`src/rtl/ram_arbiter_pkg.sv`:
```
// Shared types and helpers for the ram_arbiter slice.
package ram_arbiter_pkg;

  // Index width sized for the largest supported requester count ($clog2(N) for N = 8).
  localparam int unsigned MAX_N = 8;
  localparam int unsigned IDX_W = $clog2(MAX_N);

  // Lock ownership state.
  typedef enum logic {
    LOCK_IDLE = 1'b0,
    LOCK_HELD = 1'b1
  } lock_state_e;

  // Index of the set bit in a one-hot (or zero) vector.
  function automatic logic [IDX_W-1:0] onehot_to_index(input logic [MAX_N-1:0] onehot);
    logic [IDX_W-1:0] index;
    index = '0;
    for (int i = 0; i < int'(MAX_N); i++) begin
      if (onehot[i]) index = index | IDX_W'(i);
    end
    return index;
  endfunction

endpackage

```
`src/rtl/ram_arbiter_rr_pick.sv`:
```
// Combinational round-robin picker: first request after `last`, wrapping modulo N.
module rr_pick
  import ram_arbiter_pkg::*;
#(
  parameter int unsigned N = 4
) (
  input  logic [N-1:0]     req,
  input  logic [IDX_W-1:0] last,
  output logic [N-1:0]     pick_c,
  output logic [IDX_W-1:0] index_c
);

  logic [N-1:0] upper;
  logic [N-1:0] upper_req;
  logic [N-1:0] lowest_upper;
  logic [N-1:0] lowest_all;

  // Requesters strictly above the last winner get first chance.
  always_comb begin
    upper = '0;
    for (int i = 0; i < int'(N); i++) begin
      upper[i] = (IDX_W'(i) > last);
    end
  end

  assign upper_req = req & upper;

  // Lowest set bit of the upper slice and of the full request vector.
  always_comb begin
    lowest_upper = '0;
    lowest_all   = '0;
    for (int i = int'(N) - 1; i >= 0; i--) begin
      if (upper_req[i]) begin
        lowest_upper    = '0;
        lowest_upper[i] = 1'b1;
      end
      if (req[i]) begin
        lowest_all    = '0;
        lowest_all[i] = 1'b1;
      end
    end
  end

  // Wrap to the bottom only when nothing above `last` is requesting.
  always_comb begin
    pick_c  = (|upper_req) ? lowest_upper : lowest_all;
    index_c = onehot_to_index(MAX_N'(pick_c));
  end

endmodule

```
`src/rtl/ram_arbiter.sv`:
```
// Round-robin arbiter sharing one single-port RAM between N requesters.
// Optional grant locking is compiled in with RAM_ARBITER_LOCK_EN.
module ram_arbiter
  import ram_arbiter_pkg::*;
#(
  parameter int unsigned N          = 4,
  parameter int unsigned ADDR_WIDTH = 3,
  parameter int unsigned DATA_WIDTH = 8,
  parameter int unsigned MAX_LOCK   = 4
) (
  input  logic                    clock,
  input  logic                    reset_n,
  input  logic [N-1:0]            req,
  input  logic [N-1:0]            req_write,
  input  logic [N-1:0]            req_lock,
  input  logic [N*ADDR_WIDTH-1:0] req_address,
  input  logic [N*DATA_WIDTH-1:0] req_write_data,
  output logic [N-1:0]            grant,
  output logic [N-1:0]            read_valid,
  output logic [DATA_WIDTH-1:0]   read_data,
  output logic                    ram_write_enable,
  output logic [ADDR_WIDTH-1:0]   ram_address,
  output logic [DATA_WIDTH-1:0]   ram_write_data,
  input  logic [DATA_WIDTH-1:0]   ram_read_data
);

  logic [IDX_W-1:0] last;
  logic [N-1:0]     pick_c;
  logic [IDX_W-1:0] pick_index_c;
  logic             locked;
  logic             lock_hit;
  logic [N-1:0]     lock_grant;
  logic [IDX_W-1:0] lock_index;
  logic [N-1:0]     grant_raw;
  logic [IDX_W-1:0] grant_index;

  rr_pick #(
    .N (N)
  ) u_rr_pick (
    .req     (req),
    .last    (last),
    .pick_c  (pick_c),
    .index_c (pick_index_c)
  );

`ifdef RAM_ARBITER_LOCK_EN
  localparam int unsigned CNT_W = $clog2(MAX_LOCK + 1);

  lock_state_e      state;
  lock_state_e      state_next;
  logic [IDX_W-1:0] owner;
  logic [IDX_W-1:0] owner_next;
  logic [CNT_W-1:0] lock_count;
  logic [CNT_W-1:0] lock_count_next;
  logic [N-1:0]     owner_onehot;
  logic             owner_req;
  logic             owner_lock;
  logic             pick_lock;

  // Decode the owner index so its request and lock bits can be selected.
  always_comb begin
    owner_onehot = '0;
    for (int i = 0; i < int'(N); i++) begin
      owner_onehot[i] = (IDX_W'(i) == owner);
    end
  end

  assign owner_req  = |(req & owner_onehot);
  assign owner_lock = |(req_lock & owner_onehot);
  assign pick_lock  = |(req_lock & pick_c);
  assign locked     = (state == LOCK_HELD);
  assign lock_hit   = locked & owner_req;
  assign lock_grant = owner_onehot;
  assign lock_index = owner;

  // Lock next-state: count owner grants, release on drop, unlock or budget exhaustion.
  always_comb begin
    state_next      = state;
    owner_next      = owner;
    lock_count_next = lock_count;
    if (lock_hit) begin
      if (!owner_lock || (lock_count == CNT_W'(MAX_LOCK - 1))) begin
        state_next      = LOCK_IDLE;
        lock_count_next = '0;
      end else begin
        lock_count_next = lock_count + CNT_W'(1);
      end
    end else begin
      state_next      = LOCK_IDLE;
      lock_count_next = '0;
      if ((|pick_c) && pick_lock && (MAX_LOCK > 1)) begin
        state_next      = LOCK_HELD;
        owner_next      = pick_index_c;
        lock_count_next = CNT_W'(1);
      end
    end
  end

  // Lock state register.
  always_ff @(posedge clock or negedge reset_n) begin
    if (!reset_n) begin
      state      <= LOCK_IDLE;
      owner      <= '0;
      lock_count <= '0;
    end else begin
      state      <= state_next;
      owner      <= owner_next;
      lock_count <= lock_count_next;
    end
  end
`else
  logic unused_lock;

  assign locked      = 1'b0;
  assign lock_hit    = locked;
  assign lock_grant  = '0;
  assign lock_index  = '0;
  assign unused_lock = ^{req_lock, 32'(MAX_LOCK)};
`endif

  // Lock override on top of the round-robin pick; reset forces no grant.
  always_comb begin
    grant_raw   = lock_hit ? lock_grant : pick_c;
    grant_index = lock_hit ? lock_index : pick_index_c;
    grant       = reset_n ? grant_raw : '0;
  end

  // RAM port mux; requester 0 fields are a don't-care default when idle.
  always_comb begin
    ram_address    = req_address[ADDR_WIDTH-1:0];
    ram_write_data = req_write_data[DATA_WIDTH-1:0];
    for (int i = 0; i < int'(N); i++) begin
      if (grant[i]) begin
        ram_address    = req_address[i*ADDR_WIDTH +: ADDR_WIDTH];
        ram_write_data = req_write_data[i*DATA_WIDTH +: DATA_WIDTH];
      end
    end
  end

  assign ram_write_enable = |(grant & req_write);
  assign read_data        = ram_read_data;

  // Round-robin pointer and one-cycle read return tag.
  always_ff @(posedge clock or negedge reset_n) begin
    if (!reset_n) begin
      last       <= IDX_W'(N - 1);
      read_valid <= '0;
    end else begin
      read_valid <= grant & ~req_write;
      if (|grant) last <= grant_index;
    end
  end

endmodule
```
`config.mk`:
```
export PLATFORM = sky130hd
export DESIGN_NAME = ram_arbiter
export DESIGN_NICKNAME = d
export VERILOG_FILES = /design/src/rtl/ram_arbiter_pkg.sv /design/src/rtl/ram_arbiter_rr_pick.sv /design/src/rtl/ram_arbiter.sv
export SDC_FILE = /design/constraint.sdc
export NUM_CORES = 1
export LEC_CHECK = 0
export CAP_MARGIN = 40
export CORE_ASPECT_RATIO = 0.5
export CORE_MARGIN = 2
export CORE_UTILIZATION = 26
export CTS_CLUSTER_SIZE = 28
export DETAILED_ROUTE_END_ITERATION = 6
export PLACE_DENSITY = 0.77
export SLEW_MARGIN = 0
export SYNTH_ARGS = -nofsm -noshare
export SYNTH_HDL_FRONTEND = slang
export SYNTH_HIERARCHICAL = 1
export SYNTH_SLANG_ARGS = --single-unit
```
`constraint.sdc`:
```
create_clock -name clock -period 1.98 [get_ports clock]
set_input_delay 0.198 -clock clock [delete_from_list [all_inputs] [get_ports clock]]
set_output_delay 0.198 -clock clock [all_outputs]
set_load 0.02 [all_outputs]
```
==> results of run 1 <==
## cell usage in the layout (no fill, tap or decap), drive strengths merged, types with 2 or more instances in the layout
cell / instances
or3: 2
o21bai: 2
nor3: 11
nand2: 4
dfrtp: 5
mux2: 3
a22oi: 5
clkbuf: 4
clkdlybuf4s50: 56
dfstp: 2
a21oi: 13
o21ai: 14
and2: 4
nand4bb: 2
buf: 44
nand3b: 12
nor2b: 8
nor2: 13
and3: 2
## kinds of logic (layout without fill, tap and decap cells)
logic type | after synthesis | in the layout
simple gates | 60 | 61
mux | 3 | 3
other cells | 1 | 1
flops | 7 | 7
compound gates | 38 | 38
buf+inv | 17 | 106
## critical path, cell delays in order, from the launching register on
cell      delay, ns
dfrtp_2        0.44
buf_6          0.14
and4bb_1       0.27
a21oi_2        0.06
a31o_4         0.27
or3_4          0.46
a21oi_2        0.16
nor3_2         0.05
buf_4          0.15
## metal layers
layer / wire, um / global-route usage / vias up / part of all wire
met3: 122 / 0.00906 / 10 / 0.028
met5: 0 / 0 / - / 0
met1: 1740 / 0.238 / 634 / 0.41
li1: - / - / 632 / -
met4: 67 / 0.0769 / 0 / 0.016
met2: 2360 / 0.382 / 41 / 0.55
## report_power, final
| group | total [uW] | switching, uW | internal (uW) |
|---|---|---|---|
| Clock | 196 | 57.5 | 139 |
| Combinational | 1440 | 674 | 764 |
| Sequential | 260 | 61.6 | 199 |
| Total | 1900 | 793 | 1100 |
## through the flow
stage / hold slack, ns / setup slack [ns] / power [uW]
2_1_floorplan: -0.0976 / -0.0757 / 865
3_3_place_gp: 0.396 / -0.822 / 1320
3_5_place_dp: 0.396 / -0.846 / 1340
4_1_cts: 0.396 / -0.421 / 1750
5_1_grt: 0.396 / -0.511 / 1990
6_report: 0.396 / -0.453 / 1900
## flip-flops by register name (all words and copies together), names as in the netlist
register / count
last: 3
read_valid: 4
## path summary, 6_finish.rpt
kind	start	to	slack [ns]	cells past startpoint
worst max-delay path	last[2]$_DFFE_PN0P_	ram_write_data[6]	-0.45	8
worst min-delay path	ram_read_data[3]	read_data[3]	0.40	0
worst max register to register	last[2]$_DFFE_PN0P_	last[0]$_DFFE_PN1P_	-0.39	8
worst min register to register	last[2]$_DFFE_PN0P_	last[2]$_DFFE_PN0P_	0.61	1
max in group asynchronous	reset_n	read_valid[2]$_DFF_PN0_	1.04	2
min in group asynchronous	reset_n	last[2]$_DFFE_PN0P_	0.54	2
## layout make-up
cell class / instances / area (um^2) / area share
Sequential cell: 7 / 179 / 0.0812
Multi-Input combinational cell: 103 / 921 / 0.418
Timing Repair Buffer: 101 / 991 / 0.450
Tap cell: 51 / 63.8 / 0.0290
Inverter: 1 / 3.75 / 0.00170
Clock buffer: 4 / 45.0 / 0.0204
## repair_timing
item,4_1_cts,5_1_grt
buffers inserted,7,2
cloned,2,0
resized for setup,116,32
pin swaps,14,23
setup endpoints to repair,19,19
==> summary.md, run 1 <==
| Metric | Value |
|---|---|
| N_diodes | 0 |
| Final WL | 4290 um |
| Yosys warns | 6 |
| First-pass GRT wire length | 6180 um |
| Synth Area in Simple Gates | 0.392 |
| Fin cells | 267 |
| Die Height | 45.9 um |
| Clock tree buffer depth | 2 |
| Total track usage | 0.198 |
| Mapped Avg Cell Area | 7.25 um^2 |
| Setup ws final | -0.453 ns |
| Final Hold Fails | 0 |
| Cell Rows | 15 |
| Worst Path Required | 1.78 ns |
| I/O Pins | 94 |
| # DRC | 0 |
| Asr flop ratio synth | 1.00 |
| Synth cell count leaders | 13 x a21oi_1, 13 x nor2_1, 12 x nand3b_1, 12 x o21ai_0, 11 x nor3_1 |
| Post-Place Cell Area | 0.00187 mm^2 |
| Global route overflow | 0 |
| Crit Path Category | flip-flop to primary output |
| Dpl hpwl | 2780 um |
| VDD IR max | 0.000345 V |
| Final Cycle Share | 1.23 |
| Largest net degree at the start of global routing | 25 |
| Compound-gate portion of the synthesized area | 0.259 |
| GP Congestion | 0.843 |
| Layout Nets | 283 |
| Mux contribution to synthesized area | 0.0370 |
| H-Tree Depth | 1 |
| Status | complete, but fails checks |
| Register bit count reported by yosys | 7 |
| Die Width | 87.8 um |
| TritonCTS clock tree | done |
| Final Cell Area | 0.00220 mm^2 |
| RSZ-0062 raised after global routing | yes |
| Area leader, netlist | dfrtp_1 |
| Initial Util | 0.269 |
| Fill cells | 262 |
| Clock Skew | 0.00233 ns |
| Max cap viols | 0 |
| Area share of the largest cell type after synthesis | 0.137 |
| Post-Syn Area | 913 um^2 |
| Setup TNS | -6.24 ns |
| Post-synthesis adder-cell area fraction | 0 |
| Clock transition at path regs | 0.04 ns |
| Core Footprint | 0.00340 mm^2 |
| Vias | 1317 |
| Mapped Cells | 126 |
| Yosys cell types | 30 |
| Initial antenna violation count | 0 |
| Die footprint | 0.00403 mm^2 |
| Power Density | 860 mW/mm^2 |
| Final setup vio count | 17 |
| Max Clk Rate | 411 MHz |
| Ranking of synthesized cells by area | dfrtp_1 14%, nand3b_1 9.9%, buf_4 7.4% |
| Wire per inst | 16.1 um |
| Count of input and output buffers | 73 |
| Vias in the first global route | 1248 |
| Worst-Skew Late Latency | 0.22 ns |
| Cts bufs inserted | 3 |
| DR pass1 iterations | 4 |
| Syn-to-layout area delta | 141% |
| Min Clock Period, post-route | 2.43 ns |
| Top FF cell, synth | dfrtp_1 |
| Max Slew Vio Count | 0 |
| Antenna violation net count after detailed routing | 0 |
| # hold bufs at CTS | 0 |
| Root Buffer Master | clkbuf_8 |
| Clock sink count | 7 |
| CP arrival | 2.23 ns |
| Dpl cells | 254 |
| Pleak | 0.000878 uW |
| Share of layout cells above drive strength 1 | 0.486 |
| Largest family of logic cells by synthesized area | simple AND/OR/NAND/NOR gates |
| Register area share after synthesis | 0.195 |
| Post-synth net total | 192 |
| Post-synth EDFFs | 0 |
| DR vias/cell | 4.93 |
| Synth Area in XOR/XNOR | 0 |
| Layout Utilization | 0.649 |
| Initial DRC count | 56 |
| CP max FO | 6 |
| Failing checks | setup timing |
| Nature of the critical path endpoint | primary output |
| Worst Hold Class | primary input to primary output |
| Crit path launch type | flip-flop |
Note: power is estimated with default switching activity, not from simulation.
==> run 2, diff against run 1 <==
Settings changed: CTS_CLUSTER_DIAMETER set to 150, REMOVE_ABC_BUFFERS set to 1.
==> summary.md, run 2 (synthesized netlist as in run 1, its figures left out) <==
| Metric | Value |
|---|---|
| Status | complete, but fails checks |
| Failing checks | setup timing |
| Share of layout cells above drive strength 1 | 0.467 (-0.0192) |
| CP arrival | 2.31 ns (+0.08 ns) |
| Max layer used | met4 |
| Vias | 1383 (+5.0%) |
| Slowest cell on the critical path | dfrtp_2 |
| Antenna violation net count after detailed routing | 0 (unchanged) |
| Total track usage | 0.204 (+0.00590) |
| VDD IR max | 0.000317 V (-8.1%) |
| Largest net degree at the start of global routing | 11 (-56%) |
| Core Footprint | 0.00340 mm^2 (unchanged) |
| CP peak stage delay | 0.44 ns (-0.02 ns) |
| Root Buffer Master | clkbuf_8 |
| Initial DRC count | 51 (-8.9%) |
| Max cap viols | 0 (unchanged) |
| Commonest non-fill, non-tap cell in the layout | clkdlybuf4s50_1 |
| Syn-to-layout area delta | 133% |
| # hold bufs at CTS | 0 (unchanged) |
| Worst Path Required | 1.78 ns (about the same) |
| GP Congestion | 0.788 (-6.6%) |
| Vias in the first global route | 1290 (+3.4%) |
| Layout Nets | 294 (+3.9%) |
| Die footprint | 0.00403 mm^2 (unchanged) |
| Final Cycle Share | 1.27 (+0.0368) |
| Cell Rows | 15 (unchanged) |
| Min Clock Period, post-route | 2.51 ns (+0.0729 ns) |
| Max Slew Vio Count | 0 (unchanged) |
| Cts bufs inserted | 3 (unchanged) |
| Final WL | 4360 um (+1.7%) |
| Dpl hpwl | 3000 um (+7.9%) |
| WL met2 | 2260 um (-4.2%) |
| Die Height | 45.9 um (unchanged) |
| Setup ws final | -0.525 ns (-0.0729 ns) |
| # DRC | 0 (unchanged) |
| CP max FO | 7 (+1) |
| First-pass GRT wire length | 6190 um (+0.23%) |
| Crit Path Category | flip-flop to primary output |
| Final Cell Area | 0.00213 mm^2 (-3.4%) |
| R2r setup slk | -0.42 ns (-0.03 ns) |
| Most frequent CP cell | buf_4 |
| RSZ-0062 raised after global routing | yes |
| Initial antenna violation count | 0 (unchanged) |
| Count of input and output buffers | 73 (unchanged) |
| Post-Place Cell Area | 0.00183 mm^2 (-2.6%) |
| Global route overflow | 0 (unchanged) |
| Largest registers | read_valid (4), last (3) |
| I/O Pins | 94 (unchanged) |
| Max reg flops | 4 (unchanged) |
| DR vias/cell | 4.97 (+0.86%) |
| Setup TNS | -7.83 ns (-1.59 ns) |
| N_diodes | 0 (unchanged) |
| Wire per inst | 15.7 um (-2.3%) |
| Clock tree buffer depth | 2 (unchanged) |
| DR pass1 iterations | 4 (unchanged) |
| Final setup vio count | 19 (+2) |
| Nature of the critical path endpoint | primary output |
| Most frequent cells in the layout | 56 x clkdlybuf4s50_1, 40 x buf_4, 12 x nand3b_1, 12 x a21oi_2, 12 x buf_6 |
| Power Density | 885 mW/mm^2 (+2.9%) |
| Initial Util | 0.269 (unchanged) |
| TritonCTS clock tree | done |
| H-Tree Depth | 1 (unchanged) |
| Pleak | 0.000862 uW (-1.9%) |
| M1 WL | 1770 um (+1.8%) |
| Worst-Skew Late Latency | 0.23 ns (about the same) |
| Top reg by flops | read_valid |
| Clock Skew | 0.000324 ns (-0.00201 ns) |
| Cell Chain, Critical Path | or3b_4, a221oi_2, buf_4, nand3b_1, buf_4, nor2_1, nor3_1, buf_2 |
| Final Hold Fails | 0 (unchanged) |
| Max Clk Rate | 399 MHz (-2.9%) |
| Clock transition at path regs | 0.04 ns (about the same) |
| Die Width | 87.8 um (unchanged) |
| Clock sink count | 7 (unchanged) |
| Crit path launch type | flip-flop |
| Worst Hold Class | primary input to primary output |
| Wire length on met3 | 172 um (+41%) |
[run 2: cell types whose count changed in the layout (fill, tap and decap cells not counted), sizes merged]
cell | before | now
buf | 44 | 54
clkdlybuf4s15 | 0 | 1
[run 2: layout make-up]
class / count / area (um^2)
multi-input combinational: 103 / 811
clock buffer: 4 / 45.0
timing repair buffer: 112 / 1030
sequential: 7 / 179
fill: 283 / 1270
inverter: 1 / 3.75
tap: 51 / 63.8
[run 2: metrics by stage]
stage,total power [uW],hold WS (ns),setup slack (ns),cells,util
after floorplan,721,-0.0976,-0.595,110,-
after global placement,1270,0.396,-0.796,263,0.537
after detailed placement,1300,0.396,-0.898,263,0.537
after CTS,1720,0.396,-0.418,275,0.593
after global routing,1970,0.396,-0.581,278,0.627
final,1880,0.396,-0.525,278,0.627
[run 2: worst max-delay path: cells and delay by family (launching register included)]
kind,cells,cell delay (ns)
compound gates,1,0.28
buf+inv,3,0.54
flops,1,0.44
simple gates,4,0.81
[run 2: report_power, final]
part	switching, uW	total, uW	internal [uW]
clock	63.8	203	139
combinational	659	1420	766
sequential	57.0	255	198
[run 2: repair_timing]
action                                  4_1_cts  5_1_grt
gates cloned                                  1        0
resized for setup                           122       32
pin swaps                                    23       13
setup buffers                                 7        5
endpoints found under the setup margin       19       19
[run 2: path summary, 6_finish.rpt]
kind / startpoint / to / cells after the start
max in group asynchronous: reset_n / last[0]$_DFFE_PN1P_ / 2
min in group asynchronous: reset_n / read_valid[2]$_DFF_PN0_ / 2
worst max-delay path: last[2]$_DFFE_PN0P_ / ram_address[1] / 8
worst min-delay path: ram_read_data[0] / read_data[0] / 0
worst max register to register: last[0]$_DFFE_PN1P_ / last[0]$_DFFE_PN1P_ / 9
worst min register to register: last[1]$_DFFE_PN1P_ / last[1]$_DFFE_PN1P_ / 1
[run 2: per-layer routing]
layer  vias to the layer above  track usage
li1                        657            -
met1                       646        0.239
met2                        61        0.365
met3                        19       0.0399
met4                         0        0.102
met5                         -            0
==> run 3, diff against run 2 <==
Settings changed: TNS_END_PERCENT set to 5.
==> summary.md, run 3 (synthesized netlist as in run 1, its figures left out) <==
| Metric | Value |
|---|---|
| Status | complete, but fails checks |
| Failing checks | setup timing |
| Clock sink count | 7 (unchanged) |
| Clock Skew | 0.00203 ns (+0.00171 ns) |
| Reg2reg path depth | 8 (-1) |
| Wire per inst | 15.0 um (-4.6%) |
| Antenna violation net count after detailed routing | 0 (unchanged) |
| Hold worst-path end | read_data[0] |
| Place WS | -0.898 ns (unchanged) |
| R2r startpoint | last[2]$_DFFE_PN0P_ |
| Max Slew Vio Count | 0 (unchanged) |
| N_diodes | 0 (unchanged) |
| Fill cells | 308 (+8.8%) |
| Fin cells | 272 (-2.2%) |
| Setup ws final | -0.481 ns (+0.0443 ns) |
| CP arrival | 2.26 ns (-0.05 ns) |
| R2r setup slk | -0.38 ns (+0.04 ns) |
| Most frequent cells in the layout | 56 x clkdlybuf4s50_1, 37 x buf_4, 12 x nand3b_1 |
| Multi-input logic area | 773 um^2 (-4.6%) |
| DR pass1 iterations | 4 (unchanged) |
| WHS Path Cells | 0 (unchanged) |
| Layout Nets | 288 (-2.0%) |
| DR vias/cell | 4.82 (-3.2%) |
| Comb power frac | 0.737 (-0.020) |
| First-pass GRT wire length | 6010 um (-2.9%) |
| Initial Util | 0.269 (unchanged) |
| Flop pwr share | 0.148 (+0.012) |
| Die Height | 45.9 um (unchanged) |
| I/O Pins | 94 (unchanged) |
| Vias | 1310 (-5.3%) |
| Crit path launch type | flip-flop |
| Net Sw Power | 718 uW (-8.0%) |
| Core Footprint | 0.00340 mm^2 (unchanged) |
| Final WL | 4070 um (-6.6%) |
| Initial antenna violation count | 0 (unchanged) |
| Top reg by flops | read_valid |
| TritonCTS clock tree | done |
| P_int | 995 uW (-9.8%) |
| Min Clock Period, post-route | 2.46 ns (-0.0443 ns) |
| FF/Latch Area | 179 um^2 (unchanged) |
| Dpl cells | 263 (unchanged) |
| Cell Rows | 15 (unchanged) |
| Dpl hpwl | 3000 um (unchanged) |
| Final setup vio count | 18 (-1) |
| Critical R2R Capture | last[0]$_DFFE_PN1P_ |
| # DRC | 0 (unchanged) |
| Nature of the critical path endpoint | primary output |
| Vias in the first global route | 1256 (-2.6%) |
| Die footprint | 0.00403 mm^2 (unchanged) |
| Cts bufs inserted | 3 (unchanged) |
| Worst-Skew Late Latency | 0.22 ns (about the same) |
| CP max FO | 6 (-1) |
| Initial DRC count | 67 (+31%) |
| Global route overflow | 0 (unchanged) |
| Hold_sp | ram_read_data[0] |
| Root Buffer Master | clkbuf_8 |
| Largest registers | read_valid (4), last (3) |
| Syn-to-layout area delta | 121% |
| Max cap viols | 0 (unchanged) |
| Final Cycle Share | 1.24 (-0.0224) |
| Die Width | 87.8 um (unchanged) |
| VDD IR max | 0.000308 V (-2.7%) |
| RSZ-0062 raised after global routing | yes |
| Worst Hold Class | primary input to primary output |
| Final Hold Fails | 0 (unchanged) |
| GP Congestion | 0.788 (unchanged) |
| Power Density | 850 mW/mm^2 (-4.0%) |
| Pleak | 0.000816 uW (-5.3%) |
| Max Clk Rate | 406 MHz (+1.8%) |
| Sw frac | 0.419 (+0.00498) |
| Max reg flops | 4 (unchanged) |
| Worst Path Required | 1.78 ns (about the same) |
| Clock tree buffer depth | 2 (unchanged) |
| Commonest non-fill, non-tap cell in the layout | clkdlybuf4s50_1 |
| Largest net degree at the start of global routing | 11 (unchanged) |
| Clock transition at path regs | 0.04 ns (about the same) |
| Count of input and output buffers | 73 (unchanged) |
| Crit Path Category | flip-flop to primary output |
| H-Tree Depth | 1 (unchanged) |
| Clock share of power | 0.116 (+0.008) |
| Share of layout cells above drive strength 1 | 0.403 (-0.0642) |
| Total track usage | 0.197 (-0.00700) |
==> run 3: cell count changes in the layout (fill, tap and decap cells not counted), moves of 3 or more <==
cell | previous run | this run
a21oi_2 | 12 | 7
buf_6 | 12 | 7
a21oi_1 | 1 | 5
nor2_1 | 6 | 10
nor2_2 | 6 | 2
buf_2 | 2 | 5
buf_4 | 40 | 37
==> run 3: worst max path at each step <==
stage                        startpoint                 to  cells after the start
global placement                 req[3]  ram_write_data[5]                      9
detailed placement               req[3]  ram_write_data[6]                      9
global route        last[2]$_DFFE_PN0P_  ram_write_data[4]                      8
finish              last[2]$_DFFE_PN0P_  ram_write_data[3]                      8
floorplan           last[2]$_DFFE_PN0P_     ram_address[0]                      5
CTS                 last[0]$_DFFE_PN1P_  ram_write_data[6]                      9
==> run 3: critical path, cell delays in order, from the launching register on <==
cell	delay, ns
dfrtp_2	0.43
buf_4	0.16
and4bb_1	0.28
a21oi_2	0.06
a31o_4	0.25
or3_4	0.44
a21oi_1	0.20
nor3_2	0.06
buf_2	0.15
==> run 3: what timing repair did <==
item,CTS,global route
resized for setup,108,28
hold buffers,0,0
setup buffers,3,1
setup endpoints to repair,19,19
gates cloned,1,0
pin swaps,15,12
hold endpoints to repair,0,0
==> run 3: power by group through the flow <==
stage / clock network, uW / logic, uW / registers (uW)
2_1_floorplan: 0 / 480 / 241
3_3_place_gp: 0 / 1030 / 241
4_1_cts: 206 / 1170 / 244
3_5_place_dp: 0 / 1060 / 241
5_1_grt: 213 / 1340 / 255
6_report: 198 / 1260 / 253
==> run 3: cell type report <==
class	count	share of cell area
timing repair buffer	106	0.472
multi-input combinational	103	0.384
sequential	7	0.0888
tap	51	0.0317
clock buffer	4	0.0223
inverter	1	0.00186
==> run 3: routing by layer <==
layer,GRT usage,part of all wire,vias up,routed length [um]
li1,-,-,647,-
met1,0.237,0.43,613,1760
met2,0.352,0.52,44,2120
met3,0.0326,0.034,6,138
met4,0.0923,0.014,0,55
met5,0,0,-,0
==> run 3: through the flow <==
| stage | utilization | setup TNS [ns] | cell area (um^2) | hold slack, ns | power [uW] |
|---|---|---|---|---|---|
| after floorplan | - | -7.47 | 813 | -0.0976 | 721 |
| after global routing | 0.593 | -8.02 | 2020 | 0.396 | 1810 |
| after detailed placement | 0.537 | -13.79 | 1830 | 0.396 | 1300 |
| after CTS | 0.570 | -5.72 | 1940 | 0.396 | 1620 |
| after global placement | 0.537 | -12.27 | 1830 | 0.396 | 1270 |
| final | 0.593 | -6.74 | 2020 | 0.396 | 1710 |
